[src/rtl/fifo_wr_arb.sv]
// Round-robin arbiter that lets NREQ producers share one FIFO write port, in bursts of up to BURST_LEN beats.
// Writes are withheld while the FIFO is full or its level has reached AF_TH.
module fifo_wr_arb #(
  parameter int NREQ      = 4,
  parameter int DW        = 8,
  parameter int BURST_LEN = 4,
  parameter int AF_TH     = 14
) (
  input  logic                    clk,
  input  logic                    rst,
  input  logic [NREQ-1:0]         req_valid,
  input  logic [NREQ*DW-1:0]      req_data,
  output logic [NREQ-1:0]         req_ready,
  output logic                    wr_en,
  output logic [DW-1:0]           buf_in,
  input  logic                    buf_full,
  input  logic [3:0]              fifo_counter,
  output logic [$clog2(NREQ)-1:0] grant_id,
  output logic                    busy
);

  localparam int PW = $clog2(NREQ);

  typedef enum logic {IDLE = 1'b0, BURST = 1'b1} state_t;

  state_t        state, state_nx;
  logic [PW-1:0] ptr, ptr_nx, owner, owner_nx;
  logic [PW-1:0] win, cand, sel;
  logic [3:0]    beat, beat_nx;
  logic          space_ok, found, ready_bit, xfer;

  function automatic logic [PW-1:0] wrap_inc(input logic [PW-1:0] p);
    if (int'(p) >= NREQ - 1) return '0;
    return p + 1'b1;
  endfunction

  // First valid producer at or after ptr, wrapping modulo NREQ.
  always_comb begin
    found = 1'b0;
    win   = '0;
    cand  = ptr;
    for (int k = 0; k < NREQ; k++) begin
      if (!found && req_valid[cand]) begin
        found = 1'b1;
        win   = cand;
      end
      cand = wrap_inc(cand);
    end
  end

  assign space_ok  = !buf_full && (int'(fifo_counter) < AF_TH);
  assign sel       = (state == BURST) ? owner : win;
  // Gating with rst keeps ready low for the whole asynchronous reset window.
  assign ready_bit = rst && space_ok && ((state == BURST) || found);
  assign xfer      = ready_bit && req_valid[sel];
  assign busy      = (state == BURST);
  assign grant_id  = owner;

  always_comb begin
    req_ready = '0;
    if (ready_bit) req_ready[sel] = 1'b1;
  end

  always_comb begin
    state_nx = state;
    ptr_nx   = ptr;
    owner_nx = owner;
    beat_nx  = beat;
    case (state)
      IDLE: begin
        if (xfer) begin
          owner_nx = win;
          if (BURST_LEN == 1) begin
            ptr_nx = wrap_inc(win);
          end else begin
            state_nx = BURST;
            beat_nx  = 4'd1;
          end
        end
      end
      BURST: begin
        if (!req_valid[owner]) begin
          state_nx = IDLE;
          ptr_nx   = wrap_inc(owner);
        end else if (xfer) begin
          beat_nx = beat + 4'd1;
          if (int'(beat) + 1 >= BURST_LEN) begin
            state_nx = IDLE;
            ptr_nx   = wrap_inc(owner);
          end
        end
      end
    endcase
  end

  always_ff @(posedge clk or negedge rst) begin
    if (!rst) begin
      state  <= IDLE;
      ptr    <= '0;
      owner  <= '0;
      beat   <= '0;
      wr_en  <= 1'b0;
      buf_in <= '0;
    end else begin
      state <= state_nx;
      ptr   <= ptr_nx;
      owner <= owner_nx;
      beat  <= beat_nx;
      wr_en <= xfer;
      if (xfer) buf_in <= req_data[int'(sel)*DW +: DW];
    end
  end

endmodule

[config.mk]
export PLATFORM = sky130hd
export DESIGN_NAME = fifo_wr_arb
export DESIGN_NICKNAME = d
export VERILOG_FILES = /design/src/rtl/fifo_wr_arb.sv
export SDC_FILE = /design/constraint.sdc
export NUM_CORES = 1
export LEC_CHECK = 0
export BUFFER_PORTS_ARGS = -buffer_cell sky130_fd_sc_hd__buf_4
export CAP_MARGIN = 10
export CORE_MARGIN = 4
export CORE_UTILIZATION = 40
export CTS_CLUSTER_DIAMETER = 150
export DETAILED_ROUTE_END_ITERATION = 12
export GPL_TIMING_DRIVEN = 1
export PLACE_DENSITY = 0.78
export SLEW_MARGIN = 20
export SYNTH_ARGS = -nofsm -noshare
export SYNTH_HDL_FRONTEND = slang
export SYNTH_SLANG_ARGS = --single-unit
[constraint.sdc]
create_clock -name clk -period 3.35 [get_ports clk]
set_input_delay 0.5025 -clock clk [delete_from_list [all_inputs] [get_ports clk]]
set_output_delay 0.5025 -clock clk [all_outputs]
set_load 0.005 [all_outputs]
==> results.cfg <==
[route]
vias_per_cell = 5.80
ant_nets = 0
drt_iter0_markers = 62
drc = 0
finalWirelength_microns = 4210
routedWlPerCell_microns = 15.7
vias = 1559
drt-pass1-iter-count = 4

[timing]
timing.hold.ws_ns = 0.109
fin_skew_ns = 0.00191
period_share_pct = 94.5
period_minus_slack_ns = 3.17
setup_ws_ns = 0.183
hold_viol = 0
rsz0062_at_grt = no
setup_tns_ns = 0
slew_headroom_pct = 60.1
fmax_mhz = 316
setup_viol = 0
final-max-slew-violation-count = 0
worst_pin_slew_ns = 0.595

[yosys]
synth-async-reset-ratio_pct = 100
synthCells = 168
yosys_warnings = 0
synth.distinct_cells = 56
synth_edf_count = 0
synth_seq_cells = 18
syn_avg_cell_area_sq_um = 10.0
seq_area_frac_synth_pct = 26.8
synthesis.nets = 215
synthesis.area_sq_um = 1680
ys.flop_type = dfrtp_1

[pwr]
p_leak_nw = 0.966
vdd_drop_max_mv = 0.596
p_per_area_nw_per_um2 = 884

[hold_path]
hp-class = input port to asynchronous set/reset pin

[worst_setup_path]
max_stage_delay_ns = 0.43
endpoint_kind = output pin
path_cells = ha_2 -> or2_4 -> mux2_4 -> a21oi_2 -> a2111o_1 -> and2_4 -> or2_2 -> nor2b_1 -> buf_4
path_max_fanout = 11
required_ns = 2.85
crit_type = flip-flop to output pin
arrival_ns = 2.66
slowest_stage = a2111o_1
crit_path_start_kind = flip-flop

[final_layout]
layout-drive-gt1-share_pct = 43.8
syn2layout_area_growth_pct = 28.3
fin_nets = 267
antenna_cells = 0
finish.instance_area_sq_um = 2160
fill_cells = 365
utilization_pct = 53.6

[grt]
antenna_found_initial = 0
grt_pass1_vias = 1430
track_usage_pct = 15.8
grt_max_degree = 20
grt_pass1_wl_microns = 6640
overflow = 0

[clock_network]
clkSinkCount = 18
cts_buffers = 3
cts_tree = yes
post_cts_resized = 0
path_clk_slew_ns = 0.07
clk_latency_ns = 0.25
cts_buffer_depth = 2
cts_max_level = 1
hold_buffers = 0
post_cts_buffers = 0
ctsRootBufferMaster = clkbuf_8

[floorplan]
die_h_microns = 72.8
dieArea_sq_um = 5310
ios = 59
die_x_microns = 72.8
initial_core_util_pct = 41.7
core_area_sq_um = 4030
rows = 23

[placement]
placed_area_sq_um = 2090
io_buffer_count = 57
hpwl_microns = 3320
place_ws_ns = 0.296
routabilityCongestion = 0.891

[status]
status = finished, final reports clean

[run]
drv_cap = 0
-- layout make-up --
class	count	area (sq um)	share of cell area, %
inverter	11	41.3	1.91
multi-input combinational	125	1090	50.6
clock buffer	4	55.1	2.55
sequential	18	450	20.9
tap	50	62.6	2.90
timing repair buffer	61	458	21.2
-- power breakdown --
group	internal (mW)	switching, mW	leakage, nW
combinational	0.702	0.616	0.725
clock	0.104	0.0721	0.0288
sequential	0.320	0.0946	0.212
-- routing by layer --
layer  vias up  part of all wire, %  track usage [%]
met2        47                   53             25.6
met5         -                    0                0
met1       759                   40             21.2
li1        745                    -                -
met4         0                  1.9             5.12
met3         8                  4.3             2.89
-- synthesized netlist by cell type, drive strengths merged, types with 5 or more instances --
library cell | count | area (sq um)
mux4 | 10 | 229
nor2 | 9 | 33.8
inv | 11 | 41.3
nand2 | 12 | 45.0
a21oi | 10 | 53.8
o22ai | 5 | 31.3
mux2 | 10 | 131
buf | 12 | 100
o21ai | 8 | 40.0
nand3 | 5 | 25.0
dfrtp | 18 | 450
-- path summary, 6_finish.rpt --
path	startpoint	endpoint	slack [ns]	cells past startpoint
max	ptr[1]$_DFFE_PN0P_	req_ready[1]	0.18	9
min	rst	buf_in[6]$_DFFE_PN0P_	0.11	1
max reg2reg	ptr[1]$_DFFE_PN0P_	buf_in[7]$_DFFE_PN0P_	0.54	8
min reg2reg	buf_in[1]$_DFFE_PN0P_	buf_in[1]$_DFFE_PN0P_	0.51	1
max in group asynchronous	rst	beat[3]$_DFFE_PN0P_	3.04	1
min in group clk	buf_in[1]$_DFFE_PN0P_	buf_in[1]$_DFFE_PN0P_	0.51	1
-- flip-flops by register name, summed over array words and instances (netlist names) --
name      cells
wr_en         1
beat          4
busy          1
buf_in        8
grant_id      2
ptr           2
-- cell families (layout without fill, tap and decap cells) --
logic type / after synthesis / in the layout / share of synthesized area (%)
mux: 23 / 23 / 23.2
buf+inv: 25 / 76 / 8.85
compound gates: 47 / 47 / 20.6
flops: 18 / 18 / 26.8
fa+ha+maj: 5 / 5 / 3.57
simple gates: 50 / 50 / 17.0
-- critical path: cells and delay by family (launching register included) --
| kind | cells | cell delay, ns |
|---|---|---|
| buf+inv | 1 | 0.12 |
| mux | 1 | 0.21 |
| flops | 1 | 0.39 |
| fa+ha+maj | 1 | 0.25 |
| compound gates | 2 | 0.48 |
| simple gates | 4 | 0.97 |
-- placed cells by master (no fill, tap or decap), types with 3 or more instances in the layout --
cell type / instances
buf_4: 61
dfrtp_1: 18
nand2_1: 12
inv_1: 11
a21oi_1: 9
mux4_2: 9
nor2_1: 9
o21ai_0: 7
o22ai_1: 5
mux2_4: 5
nand3_1: 5
mux2_2: 5
clkbuf_8: 4
mux2i_1: 3
nor2b_1: 3
nor4b_1: 3
a211o_1: 3
ha_1: 3
-- metrics by stage --
step	power [mW]	std cells
floorplan	1.42	168
global placement	1.69	265
detailed placement	1.72	265
CTS	1.90	269
global route	2.05	269
finish	1.91	269
Note: power is estimated with default switching activity, not from simulation.
